### config.mk
export PLATFORM = sky130hd
export DESIGN_NAME = regfile_write_arbiter
export DESIGN_NICKNAME = d
export VERILOG_FILES = /design/src/rtl/regfile_write_arbiter.sv
export SDC_FILE = /design/constraint.sdc
export NUM_CORES = 1
export LEC_CHECK = 0
export ABC_AREA = 1
export BUFFER_PORTS_ARGS = -buffer_cell sky130_fd_sc_hd__buf_2
export CORE_ASPECT_RATIO = 1.5
export CORE_MARGIN = 2
export CORE_UTILIZATION = 40
export CTS_CLUSTER_DIAMETER = 200
export DETAILED_ROUTE_END_ITERATION = 8
export HOLD_SLACK_MARGIN = 0.1
export MAX_ROUTING_LAYER = met4
export PLACE_DENSITY_LB_ADDON = 0.15
export SLEW_MARGIN = 20
export SYNTH_ARGS = -nofsm -noshare
export SYNTH_HDL_FRONTEND = slang
export SYNTH_SLANG_ARGS = --single-unit
### constraint.sdc
create_clock -name clk -period 4.9 [get_ports clk]
set_clock_uncertainty 0.2 [all_clocks]
set_input_delay 0.735 -clock clk [delete_from_list [all_inputs] [get_ports clk]]
set_output_delay 0.735 -clock clk [all_outputs]
set_load 0.05 [all_outputs]
### src/rtl/regfile_write_arbiter.sv
// Shares the register-bank write port between WB (always wins) and a queued aux unit (MULT/DIV).
// Optional same-cycle aux bypass into an idle, empty port is enabled by defining WARB_BYPASS_EN.
module regfile_write_arbiter #(
    parameter int unsigned DEPTH        = 4,
    parameter int unsigned STARVE_LIMIT = 4
) (
    input  logic        clk,
    input  logic        reset,
    input  logic        wb_reg_write,
    input  logic [4:0]  wb_write_reg,
    input  logic [31:0] wb_write_data,
    input  logic        aux_valid,
    output logic        aux_ready,
    input  logic [4:0]  aux_write_reg,
    input  logic [31:0] aux_write_data,
    input  logic [4:0]  read_reg1,
    input  logic [4:0]  read_reg2,
    output logic        hazard1,
    output logic        hazard2,
    output logic        stall_req,
    output logic        rf_reg_write,
    output logic [4:0]  rf_write_reg,
    output logic [31:0] rf_write_data
);
    localparam int unsigned PTR_W = (DEPTH > 1) ? $clog2(DEPTH) : 1;
    localparam int unsigned CNT_W = PTR_W + 1;
    localparam int unsigned STV_W = $clog2(STARVE_LIMIT + 1);

    typedef struct packed {
        logic [4:0]  reg_idx;
        logic [31:0] data;
    } entry_t;

    entry_t           mem [DEPTH];
    logic [PTR_W-1:0] rd_ptr;
    logic [PTR_W-1:0] wr_ptr;
    logic [CNT_W-1:0] count;
    logic [STV_W-1:0] starve_cnt;
    logic             empty;
    logic             push;
    logic             pop;
    logic             bypass;
    entry_t           head;

    assign empty = (count == '0);
    assign head  = mem[rd_ptr];

    always_comb begin
        aux_ready = !reset && (count != CNT_W'(DEPTH));
    end

`ifdef WARB_BYPASS_EN
    assign bypass = empty && !wb_reg_write && aux_valid && aux_ready && (aux_write_reg != 5'd0);
`else
    assign bypass = 1'b0;
`endif

    // Register-0 results complete the handshake but are never stored
    assign push = aux_valid && aux_ready && (aux_write_reg != 5'd0) && !bypass;
    assign pop  = !reset && !wb_reg_write && !empty;

    // Write-port select: WB, then FIFO head, then (optionally) the incoming aux result
    always_comb begin
        rf_reg_write  = 1'b0;
        rf_write_reg  = 5'd0;
        rf_write_data = 32'd0;
        if (!reset) begin
            if (wb_reg_write) begin
                rf_reg_write  = 1'b1;
                rf_write_reg  = wb_write_reg;
                rf_write_data = wb_write_data;
            end else if (!empty) begin
                rf_reg_write  = 1'b1;
                rf_write_reg  = head.reg_idx;
                rf_write_data = head.data;
            end else if (bypass) begin
                rf_reg_write  = 1'b1;
                rf_write_reg  = aux_write_reg;
                rf_write_data = aux_write_data;
            end
        end
    end

    // RAW hazard against entries currently held in the FIFO
    always_comb begin
        hazard1 = 1'b0;
        hazard2 = 1'b0;
        for (int unsigned i = 0; i < DEPTH; i++) begin
            if (CNT_W'(i) < count) begin
                if (mem[rd_ptr + PTR_W'(i)].reg_idx == read_reg1) hazard1 = 1'b1;
                if (mem[rd_ptr + PTR_W'(i)].reg_idx == read_reg2) hazard2 = 1'b1;
            end
        end
        if (reset || (read_reg1 == 5'd0)) hazard1 = 1'b0;
        if (reset || (read_reg2 == 5'd0)) hazard2 = 1'b0;
    end

    always_comb begin
        stall_req = !reset && (starve_cnt == STV_W'(STARVE_LIMIT));
    end

    always_ff @(posedge clk) begin
        if (push) mem[wr_ptr] <= {aux_write_reg, aux_write_data};
    end

    always_ff @(posedge clk or posedge reset) begin
        if (reset) begin
            rd_ptr     <= '0;
            wr_ptr     <= '0;
            count      <= '0;
            starve_cnt <= '0;
        end else begin
            if (push) wr_ptr <= wr_ptr + PTR_W'(1);
            if (pop)  rd_ptr <= rd_ptr + PTR_W'(1);
            if (push && !pop)      count <= count + CNT_W'(1);
            else if (pop && !push) count <= count - CNT_W'(1);
            // Counts cycles a queued result is blocked by WB; saturates
            if (pop || empty)
                starve_cnt <= '0;
            else if (wb_reg_write && (starve_cnt != STV_W'(STARVE_LIMIT)))
                starve_cnt <= starve_cnt + STV_W'(1);
        end
    end
endmodule

== Word-level counts from Yosys, hierarchy flattened ==
Memories as Yosys holds them, arrays and structs flattened.
Index checks and enable logic that the tools add are counted.
Operators by class
  $lt $le $gt $ge: 4
  multiply operators: 0
  reduce and logical (&&, ||, !) cells: 23
  add/subtract/negate cells: 7
  muxes and demuxes: 33
  shift-type cells: 0
  divide/modulo/power cells: 0
  bitwise gates (word level): 0
  eq/ne operators: 11
Operators by type and width (number)
  two-way mux 32 bit: 3
  == test 5 bit: 8
  two-way mux 1 bit: 23
  two-way mux 5 bit: 3
  two-way mux 3 bit: 4
  zero test 5 bit: 2
  logical AND 1 bit: 9
  adder 3 x 1 -> 3 bit, second input constant: 2
  < comparator 1 x 3 -> 1 bit, first input constant: 2
  < comparator 2 x 3 -> 1 bit, first input constant: 2
  inequality test 3 bit, second input constant: 2
  zero test 1 bit: 5
  nonzero test 5 bit: 1
  adder 2 x 1 -> 2 bit, second input constant: 2
  adder 2 bit, second input constant: 2
  nonzero test 2 bit: 2
  == test 3 bit, second input constant: 1
  zero test 3 bit: 1
  logical OR 1 bit: 3
  subtractor 3 x 1 -> 3 bit, second input constant: 1
Word-level totals
  bits in registers: 10
  input port bits: 88
  output and inout port bits: 42
  memories: 1
  latch bits: 0
  word-level logic and storage cells: 83
  memory bits (writable): 148
  memory bits (read-only): 0
Memory list
  mem: depth 4, width 37, rd ports 4, clocked after memory_dff 0, write ports 1, line 34  | entry_t mem [DEPTH];

== Depth between registers and ports, before layout ==
Gate-level depths: netlist (run 1).
An unclocked memory read counts as a cell.
  depth after elaboration: 11
  mapped depth: 14
  gate-level depth less buffers: 12

== Worst setup path before layout (run 1) ==
OpenSTA, ideal clock, no wires.
  kind: input to register
  from: input port reset
  to: memory mem[0][0] (netlist bit) (enable)
  path slack: 0.744 ns
  library setup time: 0.431 ns
  cell stages on the path: 3
  arrival: 3.525 ns
  data required time: 4.269 ns
  path buffers: 0
  path through: a21oi_1 > nand3_1 > nor2_1
Between the ends
  longest elaborated chain between the ends: 6
RTL lines
  from (decl): line 8  | input logic reset,
  zero test 1 bit (no line)
  logical AND 1 bit: line 49  | aux_ready = !reset && (count != CNT_W'(DEPTH));
  logical AND 1 bit (2 in a row): line 59  | assign push = aux_valid && aux_ready && (aux_write_reg != 5'd0) && !bypass;
  two-way mux 1 bit: line 103  | if (push) mem[wr_ptr] <= {aux_write_reg, aux_write_data};
  two-way mux 1 bit (not written as such): line 103
  to (decl): line 34
Every way passes these cells.

== Worst setup path in the final report (run 1) ==
  from: register rd_ptr[0]
  to: output port rf_write_data[4]
Between the ends
  longest elaborated chain between the ends: 4
RTL lines
  from (decl): line 35  | logic [PTR_W-1:0] rd_ptr;
  from (signal assigned): line 114  | if (pop) rd_ptr <= rd_ptr + PTR_W'(1);
  memory (4 x 37 bit)
  two-way mux 32 bit: line 72  | end else if (!empty) begin
  two-way mux 32 bit: line 68  | if (wb_reg_write) begin
  two-way mux 32 bit: line 67  | if (!reset) begin
  to (decl): line 23  | output logic [31:0] rf_write_data
Every way passes these cells.

==> results of run 1 <==
-- critical path, cell delays in order (launching register included) --
cell,delay (ns)
dfrtp_1,0.39
inv_2,0.09
buf_4,0.31
nand2_2,0.09
inv_1,0.70
buf_4,0.31
a221oi_1,0.10
o21ai_0,0.16
buf_2,0.28
-- worst paths after layout --
check	slack, ns	startpoint	to
min in group clk	0.33	aux_write_data[19]	mem[3][19]
worst max-delay path	1.10	rd_ptr[0]	rf_write_data[4]
worst min-delay path	0.32	reset	wr_ptr[0]
worst min register to register	0.33	count[1]	count[1]
max in group asynchronous	3.78	reset	rd_ptr[0]
worst max register to register	1.86	count[0]	mem[2][33]
-- sequential cells by signal, indices dropped and copies added, names as in the netlist --
register,flops
count,3
rd_ptr,2
mem,148
starve_cnt,3
wr_ptr,2
-- cell usage in the layout, fill, tap and decap left out, drive strengths merged, types with 2 or more instances in the layout --
cell type / netlist / layout
a221oi: 32 / 32
buf: 19 / 144
nand4: 2 / 2
edfxtp: 148 / 148
diode: 0 / 3
nand3: 124 / 124
ha: 11 / 11
a21oi: 7 / 7
clkbuf: 18 / 17
clkinv: 1 / 2
inv: 84 / 96
o2bb2ai: 32 / 32
o21ai: 51 / 51
dfrtp: 10 / 10
nor2: 44 / 44
xor2: 4 / 4
nand2: 194 / 194
-- power groups by stage --
stage | clock, mW | sequential (mW) | combinational [mW]
2_1_floorplan | 0 | 1.73 | 1.70
3_3_place_gp | 0 | 1.75 | 2.26
3_5_place_dp | 0 | 1.76 | 2.27
4_1_cts | 1.32 | 1.73 | 2.27
5_1_grt | 1.37 | 1.74 | 2.51
6_report | 1.30 | 1.73 | 2.25
-- logic make-up after synthesis --
kind of cell,Yosys count,share of synthesized area [%]
AOI/OAI and AO/OA,123,10.9
and+or+nand+nor,366,20.3
DFF,158,59.8
buffers and inverters,122,6.57
adders and majority gates,11,1.75
xor gates and xnor gates,5,0.558
-- cell type report --
| cell class | instances | area (sq um) |
|---|---|---|
| well taps | 256 | 320 |
| fillers | 1808 | 9790 |
| clock buffers | 17 | 425 |
| inverters | 85 | 319 |
| multi-input cells | 505 | 2670 |
| diodes | 3 | 7.51 |
| clock inverters | 15 | 165 |
| flip-flops and latches | 158 | 4690 |
| repair buffers | 144 | 771 |
-- synthesized netlist by cell type (all sizes together) (2+ instances only) --
cell and number:
dfrtp 10, a21oi 7, o21ai 51, a221oi 32, buf 19, inv 84
nand3 124, edfxtp 148, xor2 4, nor2 44, nand4 2, nand2 194
ha 11, o2bb2ai 32, clkbuf 18
-- through the flow --
stage	worst slack [ns]	hold WS [ns]	power [mW]	std cells	area (sq um)
2_1_floorplan	0.744	0.278	3.43	785	7850
3_3_place_gp	1.48	0.302	4.01	1148	8770
3_5_place_dp	1.46	0.311	4.02	1148	8770
4_1_cts	1.02	0.311	5.32	1180	9360
5_1_grt	0.782	0.313	5.63	1183	9370
6_report	1.10	0.320	5.28	1183	9370
-- per-layer routing --
| metal | vias to the layer above | wire length, microns | share of wire, % |
|---|---|---|---|
| li1 | 3019 | - | - |
| met1 | 2852 | 7980 | 40 |
| met2 | 154 | 10600 | 53 |
| met3 | 38 | 725 | 3.6 |
| met4 | 0 | 573 | 2.9 |
| met5 | - | 0 | 0 |
==> qor.txt, run 1 <==
Outcome -> complete, no violations
Leak -> 3.99 nW
Initial DRT Pass Iterations -> 5
Gpl congestion -> 0.943
Tightest Hold Check Type -> primary input to asynchronous set/reset pin
DR DRC count -> 0
Sequential-to-total area share from yosys stat -> 59.8%
Worst EP required -> 3.96 ns
Ys async rst share -> 6.33%
Max Buffers Root-to-Sink -> 2
Clk Latency, worst-skew pair -> 0.42 ns
Initial Utilization -> 40.9%
Fin crit period -> 3.80 ns
Die area -> 20800 sq um
Psw -> 2.25 mW
Total negative slack -> 0 ns
Synthesized area per cell -> 9.99 sq um
Busiest grt layer -> met2
Ys flop type -> edfxtp_1
Row cnt -> 62
Syn_nets -> 884
Int Pwr -> 3.03 mW
PortBufs -> 129
Share of layout cells above drive strength 1 -> 21.4%
CTS hold repair buffers -> 0
Mapped Cells -> 785
Hpwl dp -> 13.7 mm
Met2 Use GR -> 35.4%
Cts bufs inserted -> 17
GR Layer Usage met3 -> 3.31%
Max IR drop VDD -> 0.324 mV
Die Y-Extent -> 176 microns
Final Max Tran Viols -> 0
Initial detailed-routing violation count -> 412
CTS Root Cell -> clkbuf_16
Switching Fraction -> 42.7%
Max cap viols -> 0
Largest net degree at the start of global routing -> 51
Yosys top cell area share -> 56.7%
Routed Antenna Nets -> 0
Fin util -> 48.9%
Post-CTS sizing -> 0
CP Max Fanout -> 28
NumNets Final -> 1010
Yosys reg bits -> 158
Critical path class -> flip-flop to output port
Die X -> 118 microns
Worst-path clk slew -> 0.07 ns
Post-synth EDFFs -> 148
Reg2Reg Depth -> 6
Tcrit/Tclk final -> 77.5%
Final wirelength -> 19.9 mm
Critical Path Start Type -> flip-flop
CP Data Arrival Time -> 2.86 ns
Synth warn -> 0
Drt wl/cell -> 16.8 microns
Unrepaired setup endpoints after global routing -> no
Cell variety after synth -> 27
Setup Buffers After CTS -> 0
Initial antenna violation count -> 3
Met1 Use GR -> 21.6%
Crit path capture type -> output port
Post-synth top area cell -> edfxtp_1
Sink Count -> 158
Clock Power Share -> 24.7%
Max-slew headroom -> 27.8%
Final hold violations -> 0
F_max -> 263 MHz
Tot GR Track Use -> 19.9%
Synthesized cell area -> 7850 sq um
Via Count -> 6063
CTS tree -> yes
Combinational Power Share -> 42.7%
IO Pins -> 130
Synth area leaders -> edfxtp_1, nand2_1, nand3_1
Reg power frac -> 32.7%
First-pass GRT wire length -> 30.8 mm
Total grt overflow -> 0
Synthesis-to-finish area growth -> 19.4%
Vias in the first global route -> 5892
Drt via density -> 5.13
Power per cell area -> 563 nW/um^2
H-tree depth -> 4
Measured slew at the worst slew-check pin -> 1.08 ns
Core area -> 19200 sq um
Final setup violation count -> 0
No activity file was read; power rests on OpenSTA's default activity.
==> run 2, diff against run 1 <==
Clock period 4.9 ns to 3.88 ns, I/O delays scaled along.
==> run 2 against run 1 <==
Global-route usage hardly changed. Sequential cell count stayed put. Clock-buffer cell count stayed put. Clock power is 33% higher. Largest power group unchanged. Utilization is 0.26 points higher. Critical path type unchanged. Largest cell class unchanged. Highest routed layer unchanged.
==> qor.txt, run 2 (same netlist as run 1, synthesis figures left out) <==
H-tree depth -> 4
Placed cells -> 1148
Max-slew headroom -> 52.5%
Hpwl dp -> 13.2 mm
Placed Area -> 8790 sq um
Final instance area -> 9420 sq um
Die Y-Extent -> 176 microns
Initial DRT Pass Iterations -> 5
Initial Utilization -> 40.9%
Crit path max-delay cell type -> dfrtp_1
Post-Place Worst Slack -> 0.568 ns
Initial detailed-routing violation count -> 487
Crit path depth -> 12
Largest stage delay on the critical path -> 0.57 ns
Drt via density -> 5.17
Routed Antenna Nets -> 0
NumNets Final -> 1010
Worst setup margin -> 0.297 ns
CP Max Fanout -> 21
IO Pins -> 130
Final hold violations -> 0
DR DRC count -> 0
Fin util -> 49.2%
Clk Latency, worst-skew pair -> 0.42 ns
CTS tree -> yes
Worst EP required -> 3.10 ns
Outcome -> complete, no violations
Max Buffers Root-to-Sink -> 2
Reg2Reg Depth -> 6
Fin crit period -> 3.58 ns
Total power -> 6.79 mW
Switching Fraction -> 41.8%
Vias in the first global route -> 5918
Gpl congestion -> 0.951
Final cell count without fillers -> 1180
Die X -> 118 microns
Via Count -> 6100
Max cap viols -> 0
Max reg flops -> 148
Post-CTS sizing -> 0
Unrepaired setup endpoints after global routing -> no
Tightest Hold Check Type -> primary input to asynchronous set/reset pin
Final Max Tran Viols -> 0
Combinational Power Share -> 42.4%
Max IR drop VDD -> 0.439 mV
Largest net degree at the start of global routing -> 51
Leak -> 4.00 nW
Top flop regs -> mem: 148 flops, count: 3 flops, starve_cnt: 3 flops
Biggest register -> mem
Most used cell, CP -> nand2_1
Synthesis-to-finish area growth -> 20.0%
Die area -> 20800 sq um
Setup Buffers After CTS -> 0
Core area -> 19200 sq um
Tcrit/Tclk final -> 92.4%
Psw -> 2.83 mW
Antenna fix cells -> 0
Critical path class -> flip-flop to output port
Final wirelength -> 19.5 mm
Drt wl/cell -> 16.5 microns
Crit path capture type -> output port
Most frequent cells in the layout -> nand2_1, edfxtp_1, buf_2
Cts bufs inserted -> 17
Total grt overflow -> 0
Clock Power Share -> 25.5%
Buffers & Inverters on Critical Path -> 2
Worst path cell trace -> inv_2, nand2_1, nand2_2, nand2_1, nand3_1, nand2_1, nor2_1, nand3_1, nand2_1, nor2_1, nor2_1, buf_2
Worst-path clk slew -> 0.07 ns
Int Pwr -> 3.95 mW
Initial antenna violation count -> 0
Final setup violation count -> 0
Sink Count -> 158
CTS hold repair buffers -> 0
Measured slew at the worst slew-check pin -> 0.712 ns
Critical Path Start Type -> flip-flop
Total negative slack -> 0 ns
F_max -> 279 MHz
Tot GR Track Use -> 19.9%
Power per cell area -> 721 nW/um^2
Commonest non-fill, non-tap cell in the layout -> nand2_1
Hold Slack -> 0.167 ns
Cell family with most CP delay -> simple AND/OR/NAND/NOR gates
CTS Root Cell -> clkbuf_16
CP Data Arrival Time -> 2.80 ns
Reg power frac -> 32.2%
Share of layout cells above drive strength 1 -> 21.4%
First-pass GRT wire length -> 31.0 mm
PortBufs -> 129
Row cnt -> 62
## run 2: cell types whose count changed in the layout (fill, tap and decap cells not counted), sizes merged
cell / delta
inv: -3
diode: -3
bufinv: +2
clkinvlp: +1
## run 2: worst paths after layout
| kind | endpoint | startpoint | slack (ns) |
|---|---|---|---|
| setup / recovery | hazard2 | rd_ptr[1] | 0.30 |
| hold / removal | starve_cnt[1] | reset | 0.17 |
| setup reg to reg | mem[3][1] | count[0] | 1.07 |
| hold reg to reg | count[1] | count[1] | 0.32 |
| max in group asynchronous | rd_ptr[1] | reset | 2.90 |
| min in group clk | mem[2][14] | aux_write_data[14] | 0.18 |
## run 2: worst min-delay path: stages
cell and delay (ns):
buf_2 0.13, inv_2 0.05, buf_4 0.50
## run 2: layout make-up
type                    instances  area, sq um
clock inverters                15          195
multi-input cells             505         2670
flip-flops and latches        158         4690
inverters                      85          319
well taps                     256          320
clock buffers                  17          425
fillers                      1793         9740
repair buffers                144          796
## run 2: power groups by stage
stage	sequential (mW)	clock [mW]	combinational [mW]
after floorplan	2.19	0	2.15
after global placement	2.21	0	2.87
after detailed placement	2.22	0	2.89
after CTS	2.18	1.76	2.89
after global routing	2.20	1.83	3.23
final	2.18	1.73	2.88
## run 2: metal layers
| layer | track usage [%] | share of wire [%] | vias to the layer above |
|---|---|---|---|
| li1 | - | - | 3016 |
| met1 | 22.7 | 41 | 2873 |
| met2 | 34.8 | 52 | 172 |
| met3 | 3.21 | 3.8 | 39 |
| met4 | 8.18 | 3.1 | 0 |
| met5 | - | 0 | - |
==> run 3, diff against run 2 <==
Settings changed: MAX_ROUTING_LAYER met4 to not set.
==> run 3 against run 2 <==
Via count shrank 1.1%. Critical endpoint is now rf_write_data[2]. Critical path type unchanged. Total power decreased by 1.1%. Fmax increased by 1.0%. Final area about the same. First-iteration DRC count shrank 20%. Global-route usage fell by 0.77 points.
==> qor.txt, run 3 (same netlist as run 1, synthesis figures left out) <==
Worst path cell trace -> inv_2, nand2_1, inv_1, buf_4, o2bb2ai_1, a221oi_1, o21ai_0, buf_2
Layout fillers -> 1807
Unrepaired setup endpoints after global routing -> no
Outcome -> complete, no violations
Initial Utilization -> 40.9%
Hold Crit Depth -> 1
Hpwl dp -> 13.3 mm
IO Pins -> 130
Tcrit/Tclk final -> 91.4%
Most frequent cells in the layout -> nand2_1, edfxtp_1, buf_2
Max Buffers Root-to-Sink -> 2
Commonest non-fill, non-tap cell in the layout -> nand2_1
CP Data Arrival Time -> 2.77 ns
Final instance area -> 9420 sq um
Total power -> 6.72 mW
Max IR drop VDD -> 0.471 mV
H-tree depth -> 4
Psw -> 2.82 mW
Fin crit period -> 3.55 ns
Leak -> 4.00 nW
Row cnt -> 62
Int Pwr -> 3.90 mW
Die Y-Extent -> 176 microns
Switching Fraction -> 42.0%
Hold Startpoint -> aux_write_data[8]
Initial antenna violation count -> 1
Total grt overflow -> 0
Crit path capture type -> output port
Clk Latency, worst-skew pair -> 0.42 ns
Final hold violations -> 0
Worst EP required -> 3.10 ns
Final Max Tran Viols -> 0
Max cap viols -> 0
Placed Area -> 8810 sq um
Worst-path clk slew -> 0.06 ns
First-pass GRT wire length -> 30.6 mm
Critical Path Start Type -> flip-flop
F_max -> 282 MHz
DR DRC count -> 0
Drt wl/cell -> 16.3 microns
PortBufs -> 129
Largest stage delay on the critical path -> 0.66 ns
Final setup violation count -> 0
Antenna fix cells -> 0
Drt via density -> 5.11
Hold Path End -> mem[2][8]
CTS Root Cell -> clkbuf_16
Synthesis-to-finish area growth -> 20.1%
CTS tree -> yes
NumNets Final -> 1011
Biggest register -> mem
Die X -> 118 microns
Top flop regs -> mem: 148 flops, count: 3 flops, starve_cnt: 3 flops
Core area -> 19200 sq um
Tightest Hold Check Type -> primary input to flip-flop
Reg-to-Reg Start -> count[0]
Setup Buffers After CTS -> 0
Final wirelength -> 19.3 mm
Vias in the first global route -> 5814
Worst reg2reg path endpoint -> mem[3][3]
Max reg flops -> 148
Largest net degree at the start of global routing -> 42
Max-slew headroom -> 60.5%
Measured slew at the worst slew-check pin -> 0.591 ns
Critical path class -> flip-flop to output port
Die area -> 20800 sq um
Power per cell area -> 713 nW/um^2
Share of layout cells above drive strength 1 -> 21.3%
Sink Count -> 158
Initial DRT Pass Iterations -> 5
Tot GR Track Use -> 19.1%
Combinational Power Share -> 42.6%
Gpl congestion -> 0.910
Via Count -> 6035
Initial detailed-routing violation count -> 392
Routed Antenna Nets -> 0
Reg2Reg Depth -> 6
Cts bufs inserted -> 17
R2r setup slk -> 1.00 ns
Crit path max-delay cell type -> dfrtp_1
Placed cells -> 1148
Final cell count without fillers -> 1181
Clock Power Share -> 24.9%
CP Max Fanout -> 14
Reg power frac -> 32.5%
-- run 3: cell type report --
class,instances,area (sq um),area share [%]
sequential,158,4690,49.8
multi-input combinational,505,2670,28.3
timing repair buffer,145,818,8.69
clock buffer,18,429,4.56
tap,256,320,3.40
inverter,85,319,3.39
clock inverter,14,170,1.81
-- run 3: worst max path at each step --
stage | from | to | cells after the start
after CTS | rd_ptr[1] | hazard2 | 12
after global placement | rd_ptr[1] | hazard2 | 12
after detailed placement | rd_ptr[1] | hazard2 | 12
after floorplan | count[0] | mem[0][0] | 5
after global routing | rd_ptr[1] | hazard2 | 12
final | rd_ptr[1] | rf_write_data[2] | 8
-- run 3: what timing repair did --
item / 4_1_cts / 5_1_grt
gates resized for setup: 0 / 1
endpoints found under the hold margin: 3 / 0
hold buffers: 1 / 0
setup endpoints to repair: 0 / 2
-- run 3: metal layers --
layer  vias to the layer above  GRT usage [%]  routed length, microns  part of all wire (%)
met2                       154           34.6                   10100                    52
met5                         -              0                       0                     0
met4                         0           6.63                     430                   2.2
li1                       3018              -                       -                     -
met1                      2835           22.7                    8020                    42
met3                        28           3.41                     791                   4.1
-- run 3: power by group through the flow --
stage / Combinational (mW) / Clock [mW] / Sequential (mW)
after floorplan: 2.15 / 0 / 2.19
after detailed placement: 2.88 / 0 / 2.22
after CTS: 2.89 / 1.70 / 2.19
after global routing: 3.20 / 1.77 / 2.21
final: 2.86 / 1.67 / 2.19
after global placement: 2.87 / 0 / 2.22
-- run 3: worst max-delay path, delay by kind of cell (launching register included) --
family,cells,cell delay (ns)
flops,1,0.66
buf+inv,4,0.96
simple gates,1,0.16
compound gates,3,0.58
-- run 3: stage by stage --
| step | hold slack [ns] | util, % | setup TNS, ns | worst slack (ns) |
|---|---|---|---|---|
| after detailed placement | 0.312 | 46.0 | 0 | 0.546 |
| after global routing | 0.159 | 49.2 | 0 | 0.132 |
| after global placement | 0.312 | 46.0 | 0 | 0.598 |
| after CTS | 0.163 | 49.1 | 0 | 0.0899 |
| after floorplan | 0.278 | - | -33.13 | -0.224 |
| final | 0.180 | 49.2 | 0 | 0.333 |
